[src/rtl/debounce_pkg.sv]
// Shared constants and helpers for the debounce filter array.
package debounce_pkg;

    // Filter mode selectors
    localparam int MODE_WINDOW    = 0;  // unanimous DEPTH-sample window
    localparam int MODE_INTEGRATE = 1;  // saturating up/down integrator

    // Ceiling log2, usable in constant expressions: clog2(1)=0, clog2(4)=2, clog2(5)=3
    function automatic int clog2(input int value);
        int result;
        result = 0;
        while ((1 << result) < value) begin
            result = result + 1;
        end
        return result;
    endfunction

    // Register width needed to count 0..value-1, never narrower than one bit
    function automatic int count_width(input int value);
        int w;
        w = clog2(value);
        return (w > 1) ? w : 1;
    endfunction

endpackage

[src/rtl/debounce_channel.sv]
// One debounce channel: decision state (window history or integrator), the
// filtered level, and registered rise/fall event pulses. The channel only
// advances on the shared sample tick; between ticks everything holds and the
// event pulses are cleared so each event is exactly one clock wide.
module debounce_channel
    import debounce_pkg::*;
#(
    parameter int MODE  = MODE_WINDOW,
    parameter int DEPTH = 3
) (
    input  logic clock,
    input  logic reset,
    input  logic tick,
    input  logic s,
    output logic sig_out,
    output logic rise,
    output logic fall
);

    // Level the channel would take on this tick; holds sig_out when undecided
    logic out_next;

    generate
        if (MODE == MODE_WINDOW) begin : g_window
            // hist[DEPTH-2] is the newest stored sample, hist[0] the oldest
            logic [DEPTH-2:0] hist;
            logic [DEPTH-1:0] win;
            logic             win_out;

            // Unanimous decision over the current sample plus the stored history
            always_comb begin
                win     = {s, hist};
                win_out = sig_out;
                if (&win) begin
                    win_out = 1'b1;
                end else if (~|win) begin
                    win_out = 1'b0;
                end
            end

            // Shift the current sample in and drop the oldest one on each tick
            always_ff @(posedge clock) begin
                if (reset) begin
                    hist <= '0;
                end else if (tick) begin
                    hist <= win[DEPTH-1:1];
                end
            end

            assign out_next = win_out;
        end else begin : g_integrate
            localparam int ACC_W = clog2(DEPTH + 1);
            localparam logic [ACC_W-1:0] ACC_MAX = ACC_W'(DEPTH);

            logic [ACC_W-1:0] acc;
            logic [ACC_W-1:0] acc_next;
            logic             int_out;

            // Saturating step toward the sample; the output follows the stepped value
            always_comb begin
                acc_next = acc;
                if (s) begin
                    if (acc != ACC_MAX) begin
                        acc_next = acc + ACC_W'(1);
                    end
                end else begin
                    if (acc != '0) begin
                        acc_next = acc - ACC_W'(1);
                    end
                end
                int_out = sig_out;
                if (acc_next == ACC_MAX) begin
                    int_out = 1'b1;
                end else if (acc_next == '0) begin
                    int_out = 1'b0;
                end
            end

            // Integrator register, advanced only on sample ticks
            always_ff @(posedge clock) begin
                if (reset) begin
                    acc <= '0;
                end else if (tick) begin
                    acc <= acc_next;
                end
            end

            assign out_next = int_out;
        end
    endgenerate

    // Filtered level and edge events; reset clears the level without a fall pulse
    always_ff @(posedge clock) begin
        if (reset) begin
            sig_out <= 1'b0;
            rise    <= 1'b0;
            fall    <= 1'b0;
        end else if (tick) begin
            sig_out <= out_next;
            rise    <= out_next & ~sig_out;
            fall    <= ~out_next & sig_out;
        end else begin
            rise    <= 1'b0;
            fall    <= 1'b0;
        end
    end

endmodule

[src/rtl/debounce_filter_array.sv]
// N-channel glitch/debounce filter. Holds the shared sample prescaler and the
// per-channel input synchronisers; each channel's decision logic lives in
// debounce_channel and all channels advance on the same tick.
module debounce_filter_array
    import debounce_pkg::*;
#(
    parameter int CHANNELS    = 4,
    parameter int DEPTH       = 3,
    parameter int MODE        = MODE_WINDOW,
    parameter int PRESCALE    = 1,
    parameter int SYNC_STAGES = 2
) (
    input  logic                clock,
    input  logic                reset,
    input  logic [CHANNELS-1:0] sig_in,
    output logic [CHANNELS-1:0] sig_out,
    output logic [CHANNELS-1:0] rise,
    output logic [CHANNELS-1:0] fall
);

    localparam int CNT_W = count_width(PRESCALE);
    localparam logic [CNT_W-1:0] CNT_LAST = CNT_W'(PRESCALE - 1);

    // Reject illegal configurations at elaboration rather than at run time
    generate
        if (CHANNELS < 1 || DEPTH < 2 || PRESCALE < 1 || SYNC_STAGES < 0 ||
            (MODE != MODE_WINDOW && MODE != MODE_INTEGRATE)) begin : g_bad_params
            $error("debounce_filter_array: illegal parameter value");
        end
    endgenerate

    logic [CNT_W-1:0]    cnt;
    logic                tick;
    logic [CHANNELS-1:0] s;

    // Sample prescaler: counts 0..PRESCALE-1 and ticks on the last count
    always_ff @(posedge clock) begin
        if (reset) begin
            cnt <= '0;
        end else if (tick) begin
            cnt <= '0;
        end else begin
            cnt <= cnt + CNT_W'(1);
        end
    end

    assign tick = (cnt == CNT_LAST);

    generate
        if (SYNC_STAGES == 0) begin : g_no_sync
            assign s = sig_in;
        end else begin : g_sync
            logic [CHANNELS-1:0] sync_q [SYNC_STAGES];

            // Synchroniser shift chain; stage 0 captures the raw asynchronous inputs
            always_ff @(posedge clock) begin
                if (reset) begin
                    for (int i = 0; i < SYNC_STAGES; i++) begin
                        sync_q[i] <= '0;
                    end
                end else begin
                    sync_q[0] <= sig_in;
                    for (int i = 1; i < SYNC_STAGES; i++) begin
                        sync_q[i] <= sync_q[i-1];
                    end
                end
            end

            assign s = sync_q[SYNC_STAGES-1];
        end
    endgenerate

    // Independent filter per channel, all sharing the one sample tick
    generate
        for (genvar ch = 0; ch < CHANNELS; ch++) begin : g_chan
            debounce_channel #(
                .MODE  (MODE),
                .DEPTH (DEPTH)
            ) u_channel (
                .clock   (clock),
                .reset   (reset),
                .tick    (tick),
                .s       (s[ch]),
                .sig_out (sig_out[ch]),
                .rise    (rise[ch]),
                .fall    (fall[ch])
            );
        end
    endgenerate

endmodule

[config.mk]
export PLATFORM = sky130hd
export DESIGN_NAME = debounce_filter_array
export DESIGN_NICKNAME = d
export VERILOG_FILES = /design/src/rtl/debounce_pkg.sv /design/src/rtl/debounce_channel.sv /design/src/rtl/debounce_filter_array.sv
export SDC_FILE = /design/constraint.sdc
export NUM_CORES = 1
export LEC_CHECK = 0
export CAP_MARGIN = 5
export CORE_MARGIN = 2
export CORE_UTILIZATION = 25
export CTS_CLUSTER_DIAMETER = 50
export CTS_CLUSTER_SIZE = 8
export DETAILED_ROUTE_END_ITERATION = 8
export GPL_ROUTABILITY_DRIVEN = 0
export GPL_TIMING_DRIVEN = 0
export PLACE_DENSITY_LB_ADDON = 0.25
export SKIP_CTS_REPAIR_TIMING = 1
export SLEW_MARGIN = 20
export SYNTH_ARGS = -nofsm -noshare
export SYNTH_HDL_FRONTEND = slang
export SYNTH_SLANG_ARGS = --single-unit
[constraint.sdc]
create_clock -name clock -period 1 [get_ports clock]
set_input_delay 0.25 -clock clock [delete_from_list [all_inputs] [get_ports clock]]
set_output_delay 0.25 -clock clock [all_outputs]
set_load 0.005 [all_outputs]
---- After elaboration in Yosys (flattened, before gate mapping) ----
Memories as Yosys holds them, arrays and structs flattened.
Cells that the tools add are included.
Widths: inputs -> output; s select.
storage, ports and cells
  word-level logic and storage cells ...... 61
  memories kept ........................... 1
  output and inout bits ................... 12
  bits of input ports ..................... 6
  register bits ........................... 21
  bits in writable memories ............... 8
cells by class
  add/subtract/negate cells ............... 1
  bitwise gates (word level) .............. 19
  mux-type cells .......................... 13
  reductions and logical operators ........ 10
memory list
  memory         depth  bits a word  read ports  clocked after memory_dff  write ports  line                         RTL
  g_sync.sync_q  2      4            2           0                         2            debounce_filter_array.sv:53  logic [CHANNELS-1:0] sync_q [SYNC_STAGES];
operators with widths
  operator             number
  $reduce_and 3->1     4
  $reduce_or 3->1      4
  $mux 1               11
  $not 1->1            9
  $and 1x1->1          8
  $mux 4               2
  $reduce_or 2->1      2
  $or 1x1->1           2
  $add 1x1->1 const B  1

---- Logic depth before layout (Yosys ltp) ----
Gate-level depths: netlist of the first run.
  depth after elaboration ................. 5
  mapped depth ............................ 4
  mapped depth without buffers ............ 2

---- Modules after synthesis ----
From an unflattened synthesis of the first run, not the netlist that was laid out.
second synthesis, totals
  cells, all modules ...................... 91
  area total of the unflattened synthesis .. 973.4 um^2
modules (own cells, without submodules)
  module                 seq. area each (um^2)  cells each  area each (um^2)  times used
  debounce_channel       100.1                  18          183.9             4
  debounce_filter_array  180.2                  19          237.7             1

---- Least setup slack after synthesis of the first run ----
OpenSTA, ideal clock, no wires.
  path kind ............................... register -> register
  from .................................... register cnt
  to ...................................... register g_chan[0].u_channel.fall
  stages on the path, launching flop included .. 5
  setup slack ............................. -0.036 ns
  data required time ...................... 0.913 ns
  library setup time ...................... 0.087 ns
  path buffers ............................ 2
  period minus slack after synthesis ...... 1.036 ns
  data arrival time ....................... 0.949 ns
  cells stage by stage .................... dfxtp_1 > buf_6 > or2_1 > buf_6 > nor4_4
between the ends
  cells in the longest elaborated chain, start to end .. 1
RTL lines
  element                           line                         RTL
  start: declaration                debounce_filter_array.sv:32  logic [CNT_W-1:0] cnt;
  start signal: assignment          debounce_filter_array.sv:43  cnt <= cnt + CNT_W'(1);
  $reduce_or 2->1 (no source line)  -
  end signal: assignment            debounce_channel.sv:101      fall <= ~out_next & sig_out;
  end: declaration                  debounce_channel.sv:17       output logic fall
No other way between the ends.
A chain may end at the register's enable or synchronous reset.

---- Worst setup path in the final report of the first run ----
  from .................................... register g_chan[2].u_channel.sig_out
  to ...................................... output sig_out[2]
RTL lines
  element                   line                         RTL
  start: declaration        debounce_channel.sv:15       output logic sig_out,
  start signal: assignment  debounce_channel.sv:99       sig_out <= out_next;
  end: declaration          debounce_filter_array.sv:16  output logic [CHANNELS-1:0] sig_out,
No word-level cell between the ends.

==> reports/metrics.csv, run 1 <==
stage,metric,value,unit
pwr,internal-power,1.73,mW
layout,mostFrequentLayoutCells,"dfxtp_1, nor2_1, buf_6",
hold_path,timing.hold.worst.class,register to register,
synthesis,synth_sequential_area_ratio,51.4,%
grt,antenna_found_initial,0,
sta,postLayoutSetupSlackWorst,-0.0596,ns
pwr,static-leakage-power,0.550,nW
routing,detailed_route_wl,1830,um
synthesis,postSynthRegisterBits,29,
grt,global_route.overflow_total,0,
critical_path,launching_element_of_the_worst_setup_path,g_chan[2].u_channel.sig_out,
layout,fraction_of_final_layout_cells_with_drive_strength_greater_than_1,36.7,%
outcome,result_of_the_run,finished with violations,
routing,highest-signal-layer,met4,
layout,final_nets,125,
synthesis,number_of_instances_in_the_synthesized_netlist,100,
routing,detail_route.iter0.violations,31,
clock_tree,cts-buffers-inserted,5,
outcome,violated_checks,negative setup slack,
sta,final_hold_viol_count,0,
floorplan,die_area,5070,sq um
clock_tree,cts_max_level,2,
critical_path,timing.critical_path.to_type,output pin,
sta,timing.final.max_slew_violations,0,
placement,placedCellCount,169,
routing,met3RoutedLength,113,um
routing,viasPerCell,4.23,
grt,grt_pass1_vias,678,
pwr,power_frac_clock,40.6,%
clock_tree,clk_transition_reported_paths,0.05,ns
critical_path,launching_element_type_of_the_critical_path,register,
critical_path,cp_data_arrival_time,0.81,ns
pwr,comb_power_share,4.5,%
pwr,power-per-cell-area,1530,nW/um^2
clock_tree,tritoncts_num_sinks,29,
synthesis,synthesis.yosys.warnings,0,
routing,routedWlPerCell,10.6,um
grt,grt_pass1_wl,3060,um
critical_path,type_of_the_worst_setup_path,register to output pin,
pwr,pwr-share-seq,54.9,%
synthesis,post_synth_main_area_contributors,"dfxtp_1, buf_4, nor4_4",
critical_path,crit-reg2reg-launch,cnt,
synthesis,synth_area_per_cell,11.3,sq um
critical_path,crit-reg2reg-capture,g_chan[1].u_channel.rise,
routing,drc_violations,0,
synthesis,synth_top_cell_by_area,dfxtp_1,
floorplan,rows,24,
layout,final_cells,172,
floorplan,die_height,71.2,um
synthesis,syn-cell-area,1130,sq um
placement,io_buffers,17,
pwr,worst_case_vdd_ir_drop,0.579,mV
clock_tree,clock-root-buffer,clkbuf_8,
pwr,p_sw_share,21.5,%
grt,grtUsageTotal,8.32,%
pwr,net_switching_power_figure,0.474,mW
critical_path,crit_path_end,sig_out[2],
routing,m1WireLength,773,um
critical_path,timing.critical_path.required,0.75,ns
sta,setup_viol,3,
placement,pre_cts_worst_setup_slack,-0.410,ns
sta,clock-skew-final,0.00534,ns
layout,mostFrequentLayoutCell,dfxtp_1,
critical_path,reg2reg_depth,4,
clock_tree,clock_latency,0.27,ns
sta,achievable-frequency,0.944,GHz
routing,drtAntennaViolNets,0,
placement,hpwl,1190,um
floorplan,core_region_area,4350,sq um
sta,min_period,1.06,ns
synthesis,netlist.area_leader.share,51.4,%
routing,drt_pre_antenna_iters,2,
routing,detailroute.via_count,728,
critical_path,rrSetupSlack,-0.02,ns
grt,maximum_number_of_pins_on_one_net_before_global_route_repair,11,
layout,flow.area_growth_from_synthesis,27.8,%
job,maxCapViolCount,0,
clock_tree,cts-root-to-sink-buffers,2,
sta,grt_setup_unrepaired,yes,
synthesis,synth.lib_cells_used.distinct,14,
floorplan,ios,18,
floorplan,die_w,71.2,um
layout,num_antenna_cells,0,
sta,finalCritPeriodShare,106,%
routing,detailroute.wirelength.met2,865,um
critical_path,critical_path.max_fanout,4,
clock_tree,cts_tree,built,
floorplan,floorplan.initialDensity,25.9,%
synthesis,syn-num-nets,106,
-- per-stage QoR --
step	hold WS (ns)	power, mW	TNS (ns)	util (%)	instance area (sq um)
after floorplan	0.378	1.29	-0.0732	-	1130
after global placement	0.421	1.32	-11.01	31.3	1360
after detailed placement	0.428	1.33	-12.00	31.3	1360
after CTS	0.441	2.24	-7.46	33.2	1440
after global routing	0.451	2.33	-0.459	33.1	1440
final	0.441	2.20	-0.129	33.1	1440
-- power by group through the flow --
stage | Combinational (mW) | Sequential, mW | Clock (mW)
finish | 0.0990 | 1.21 | 0.895
global route | 0.108 | 1.21 | 1.01
CTS | 0.100 | 1.20 | 0.939
detailed placement | 0.100 | 1.23 | 0
global placement | 0.0975 | 1.22 | 0
floorplan | 0.0663 | 1.22 | 0
-- cells in the mapped netlist --
library cell,instances
dfxtp_1,29
buf_4,13
nor2_1,12
mux2i_1,8
nand4b_1,8
nor2b_1,8
a21oi_1,4
nand2b_1,4
nor4_4,4
o41ai_1,4
buf_6,2
clkbuf_1,2
conb_1,1
or2_1,1
-- worst min path at each step --
stage | startpoint | endpoint | slack (ns) | cells after the start
after floorplan | sig_in[0] | g_sync.sync_q[0][0] | 0.38 | 1
after global placement | g_sync.sync_q[0][3] | g_sync.sync_q[0][7] | 0.42 | 1
after detailed placement | g_sync.sync_q[0][2] | g_sync.sync_q[0][6] | 0.43 | 1
after CTS | g_sync.sync_q[0][2] | g_sync.sync_q[0][6] | 0.44 | 1
after global routing | g_sync.sync_q[0][2] | g_sync.sync_q[0][6] | 0.45 | 1
final | g_sync.sync_q[0][2] | g_sync.sync_q[0][6] | 0.44 | 1
-- layer usage --
metal  GRT usage, %  vias up
met5              0        -
met4           6.92        0
met3           3.85        8
met2           12.6       18
met1           8.78      332
li1               -      370
-- cells by family (layout without fill, tap and decap cells) --
logic type             count (synthesis)  count (layout)  synth area share (%)
AND/OR/NAND/NOR                       37              37                  24.9
AO/OA/AOI/OAI                          8               8                  4.88
flip-flops                            29              29                  51.4
other                                  1               1                 0.332
multiplexers                           8               8                  7.10
buffers and inverters                 17              37                  11.3
-- cell type report --
class                           instances  area, sq um
Timing Repair Buffer                   23          205
Multi-Input combinational cell         54          445
Tap cell                               52         65.1
Sequential cell                        29          594
Buffer                                  6         52.6
Clock buffer                            8         80.1
Fill cell                             435         2910
-- worst max-delay path: stages, from the launching register on --
cell and delay (ns):
dfxtp_2 0.33, buf_6 0.11, buf_6 0.10
-- flip-flops by register name, summed over array words and instances (netlist names) --
| signal | flops |
|---|---|
| g_chan.u_channel.rise | 4 |
| g_chan.u_channel.sig_out | 4 |
| g_chan.u_channel.fall | 4 |
| cnt | 1 |
| g_chan.u_channel.g_window.hist | 8 |
| g_sync.sync_q | 8 |
(Power assumes the default switching activity.)
==> inputs of run 2 (changes only) <==
Settings changed: CAP_MARGIN 5 to 20, CORE_MARGIN 2 to not set.
==> run 2 against run 1 <==
Net effect: the flow still finishes with violations (negative setup slack); non-clock buffer count increased by 1; power up 11%; setup slack worse by 0.015 ns; sequential cell count is the same; global-route usage down 0.10 points; maximum frequency fell by 1.4%; combinational power about the same; final cell count did not move; critical endpoint is now sig_out[3].
==> reports/metrics.csv, run 2 (same netlist as run 1, synthesis figures left out) <==
stage,metric,value,unit
grt,grt_pass1_wl,2960,um
floorplan,floorplan.initialDensity,25.9,%
pwr,static-leakage-power,0.598,nW
routing,drc_violations,0,
floorplan,die_area,4790,sq um
clock_tree,cts_tree,built,
hold_path,timing.hold.worst.class,register to register,
placement,pre_cts_worst_setup_slack,-0.411,ns
grt,grtUsageTotal,8.22,%
outcome,violated_checks,negative setup slack,
pwr,finalPower,2.45,mW
sta,grt_setup_unrepaired,yes,
layout,core_util_final,34.6,%
critical_path,number_of_buffers_and_inverters_on_the_critical_path,2,
outcome,result_of_the_run,finished with violations,
routing,routedWlPerCell,10.7,um
layout,fillers,432,
layout,top_regs,"g_chan.u_channel.g_window.hist: 8 flops, g_sync.sync_q: 8 flops",
critical_path,crit_slowest_cell,dfxtp_2,
floorplan,rows,24,
routing,drt_pre_antenna_iters,4,
layout,mostFrequentLayoutCells,"dfxtp_1, buf_6, nor2_1",
clock_tree,clock-root-buffer,clkbuf_8,
placement,hpwl,1140,um
critical_path,worstPathCellList,buf_6 -> buf_6,
floorplan,die_height,69.2,um
sta,achievable-frequency,0.930,GHz
critical_path,cp_data_arrival_time,0.82,ns
sta,finalCritPeriodShare,107,%
clock_tree,clock_latency,0.27,ns
clock_tree,tritoncts_num_sinks,29,
routing,drtAntennaViolNets,0,
routing,viasPerCell,4.20,
layout,mostFrequentLayoutCell,dfxtp_1,
grt,global_route.overflow_total,0,
critical_path,timing.critical_path.required,0.75,ns
clock_tree,cts-root-to-sink-buffers,2,
critical_path,critPathMaxStageDelay,0.34,ns
layout,num_antenna_cells,0,
clock_tree,clk_transition_reported_paths,0.06,ns
sta,min_period,1.07,ns
critical_path,critical_path.max_fanout,4,
sta,setup_viol,6,
routing,detailed_route_wl,1830,um
job,maxCapViolCount,0,
critical_path,worst_path_most_repeated_cell,buf_6,
sta,clock-skew-final,0.00623,ns
clock_tree,cts-buffers-inserted,5,
routing,detail_route.iter0.violations,24,
grt,maximum_number_of_pins_on_one_net_before_global_route_repair,11,
clock_tree,cts_max_level,2,
layout,flow.area_growth_from_synthesis,33.5,%
critical_path,timing.critical_path.to_type,output pin,
critical_path,launching_element_type_of_the_critical_path,register,
placement,io_buffers,17,
floorplan,core_region_area,4350,sq um
floorplan,ios,18,
critical_path,critical_path.top_delay_family,flip-flops,
grt,antenna_found_initial,0,
layout,final_nets,126,
sta,postLayoutSetupSlackWorst,-0.0749,ns
grt,grt_pass1_vias,629,
layout,fraction_of_final_layout_cells_with_drive_strength_greater_than_1,41.7,%
sta,final_hold_viol_count,0,
sta,timing.final.max_slew_violations,0,
critical_path,type_of_the_worst_setup_path,register to output pin,
pwr,power-per-cell-area,1630,nW/um^2
floorplan,die_w,69.2,um
pwr,worst_case_vdd_ir_drop,0.598,mV
routing,detailroute.via_count,723,
==> run 2: cell types whose count changed in the layout (fill, tap and decap cells not counted), sizes merged <==
cell,delta
clkbuf,-5
clkinv,+1
buf,+2
bufinv,+1
dlymetal6s2s,+1
==> run 2: cell type report <==
type	count	area (sq um)	area share, %
plain buffers	8	81.3	5.40
repair buffers	22	204	13.5
flip-flops and latches	29	596	39.5
well taps	52	65.1	4.32
clock inverters	2	35.0	2.33
clock buffers	5	68.8	4.57
multi-input cells	54	457	30.3
==> run 2: path summary, 6_finish.rpt <==
kind                            slack [ns]  cells past startpoint                        start                     endpoint
worst max register to register       -0.05                      3                          cnt  g_chan[3].u_channel.sig_out
worst min register to register        0.44                      1          g_sync.sync_q[0][3]          g_sync.sync_q[0][7]
worst max-delay path                 -0.07                      2  g_chan[3].u_channel.sig_out                   sig_out[3]
worst min-delay path                  0.44                      1          g_sync.sync_q[0][3]          g_sync.sync_q[0][7]
==> run 2: worst register-to-register path, cell delays in order, from the launching register on <==
cell	delay (ns)
dfxtp_4	0.39
buf_4	0.16
o41ai_2	0.29
a21oi_1	0.10
==> run 2: routing by layer <==
| metal | GRT usage, % | vias up | wire length, um |
|---|---|---|---|
| met2 | 11.7 | 17 | 871 |
| met5 | 0 | - | 0 |
| li1 | - | 370 | - |
| met3 | 4.80 | 2 | 91 |
| met4 | 4.76 | 0 | 35 |
| met1 | 9.52 | 334 | 835 |
==> run 2: power by group <==
group / internal, mW / leakage (nW) / switching, mW
clock network: 0.722 / 0.0540 / 0.417
registers: 1.18 / 0.241 / 0.0312
logic: 0.0568 / 0.303 / 0.0438
==> run 2: stage by stage <==
stage | cell area (sq um) | hold WS [ns] | setup TNS (ns) | cells
5_1_grt | 1510 | 0.461 | -0.721 | 172
4_1_cts | 1470 | 0.440 | -7.25 | 176
3_3_place_gp | 1360 | 0.419 | -11.20 | 169
3_5_place_dp | 1360 | 0.423 | -11.69 | 169
6_report | 1510 | 0.440 | -0.326 | 172
2_1_floorplan | 1130 | 0.378 | -0.0732 | 100
==> patch (config.mk and constraints of run 2) <==
`DEPTH` is set to 3 in 2 places; all go to 2.
--- a/src/rtl/debounce_channel.sv
+++ b/src/rtl/debounce_channel.sv
@@ -6,7 +6,7 @@
     import debounce_pkg::*;
 #(
     parameter int MODE  = MODE_WINDOW,
-    parameter int DEPTH = 3
+    parameter int DEPTH = 2
 ) (
     input  logic clock,
     input  logic reset,
--- a/src/rtl/debounce_filter_array.sv
+++ b/src/rtl/debounce_filter_array.sv
@@ -5,7 +5,7 @@
     import debounce_pkg::*;
 #(
     parameter int CHANNELS    = 4,
-    parameter int DEPTH       = 3,
+    parameter int DEPTH       = 2,
     parameter int MODE        = MODE_WINDOW,
     parameter int PRESCALE    = 1,
     parameter int SYNC_STAGES = 2
Check against the original RTL: not equivalent (a bounded check fails within 10 cycles, from zero or initial values and one cycle with reset high).
==> patch against run 2 <==
  * The run still ends with negative setup slack left
  * Setup slack hardly changed
  * Via count is 17% lower
  * Synthesized area shrank 16%
  * Sequential cell count is 4 lower
  * Utilization down 0.11 points
  * Cell area fell by 16%
  * Sequential power decreased by 15%
  * Total power down 31%
  * Hold slack got worse by 0.13 ns
  * Final cell count decreased by 12%
  * Wire length is 26% lower
  * Critical path type unchanged
==> patch: results <==
export IMPL_violations="negative setup slack"
export IMPL_ir_drop_mv=0.460
export IMPL_ys_types=18
export IMPL_dr_pass1_iters=3
export IMPL_avgRoutedWirePerCell_um=8.95
export IMPL_cts_buffers=3
export IMPL_timing_final_ws_setup_ns=-0.0752
export IMPL_status="finished, violations left"
export IMPL_grt_pass1_vias=594
export IMPL_leakage_nw=0.492
export IMPL_finalNetCount=111
export IMPL_grt_first_pass_wirelength_um=2480
export IMPL_synth_area_leaders="dfxtp_1, buf_4, nor4b_4, nor2b_1, mux2i_1"
export IMPL_setup_viol=9
export IMPL_drive_gt1_share_pct=42.3
export IMPL_track_usage_pct=7.91
export IMPL_fillCellCount=378
export IMPL_dp_hpwl_um=964
export IMPL_synth_seq_area_share_pct=52.5
export IMPL_htree_levels=1
export IMPL_clkSlewWorstSetupHoldPaths_ns=0.08
export IMPL_synth_common_cells="dfxtp_1, buf_4, nor2b_1, o21ai_0"
export IMPL_switching_share_pct=20.5
export IMPL_drtIter0Drc=2
export IMPL_hp_class="in -> reg"
export IMPL_tns_ns=-0.367
export IMPL_skew_ns=0.00121
[patch: layout make-up]
cell class,instances,area share (%)
plain buffers,7,5.35
clock buffers,4,3.57
flip-flops and latches,25,41.2
multi-input cells,45,28.6
well taps,48,4.76
repair buffers,23,16.5
[patch: power by group through the flow]
stage / Combinational, mW / Clock (mW) / Sequential, mW
floorplan: 0.0517 / 0 / 1.05
global placement: 0.0821 / 0 / 1.06
detailed placement: 0.0840 / 0 / 1.06
CTS: 0.0841 / 0.604 / 1.04
global route: 0.0969 / 0.661 / 1.03
finish: 0.0875 / 0.573 / 1.03
[patch: logic make-up after synthesis]
group / after synthesis / share of synthesized area (%)
flops: 25 / 52.5
other cells: 1 / 0.393
compound gates: 12 / 6.30
simple gates: 28 / 25.1
mux: 4 / 4.20
buf+inv: 15 / 11.5
[patch: routing by layer]
metal  share of wire, %  up-vias  GRT usage (%)
met5                  0        -              0
met1                 44      279           8.51
met2                 50       12           13.6
li1                   -      308              -
met4                1.1        0           5.11
met3                4.3        2           2.14
[patch: final timing paths]
kind                               startpoint                       end  slack (ns)  cells past startpoint
setup / recovery  g_chan[3].u_channel.sig_out                sig_out[3]       -0.08                      2
setup reg to reg                          cnt  g_chan[2].u_channel.rise       -0.06                      3
hold / removal                          reset       g_sync.sync_q[0][4]        0.31                      2
hold reg to reg           g_sync.sync_q[0][2]       g_sync.sync_q[0][6]        0.44                      1
[patch: through the flow]
| step | instances | hold WS, ns | utilization (%) |
|---|---|---|---|
| 2_1_floorplan | 85 | 0.322 | - |
| 3_3_place_gp | 150 | 0.417 | 32.3 |
| 3_5_place_dp | 150 | 0.421 | 32.3 |
| 4_1_cts | 154 | 0.442 | 33.6 |
| 5_1_grt | 152 | 0.353 | 34.5 |
| 6_report | 152 | 0.306 | 34.5 |
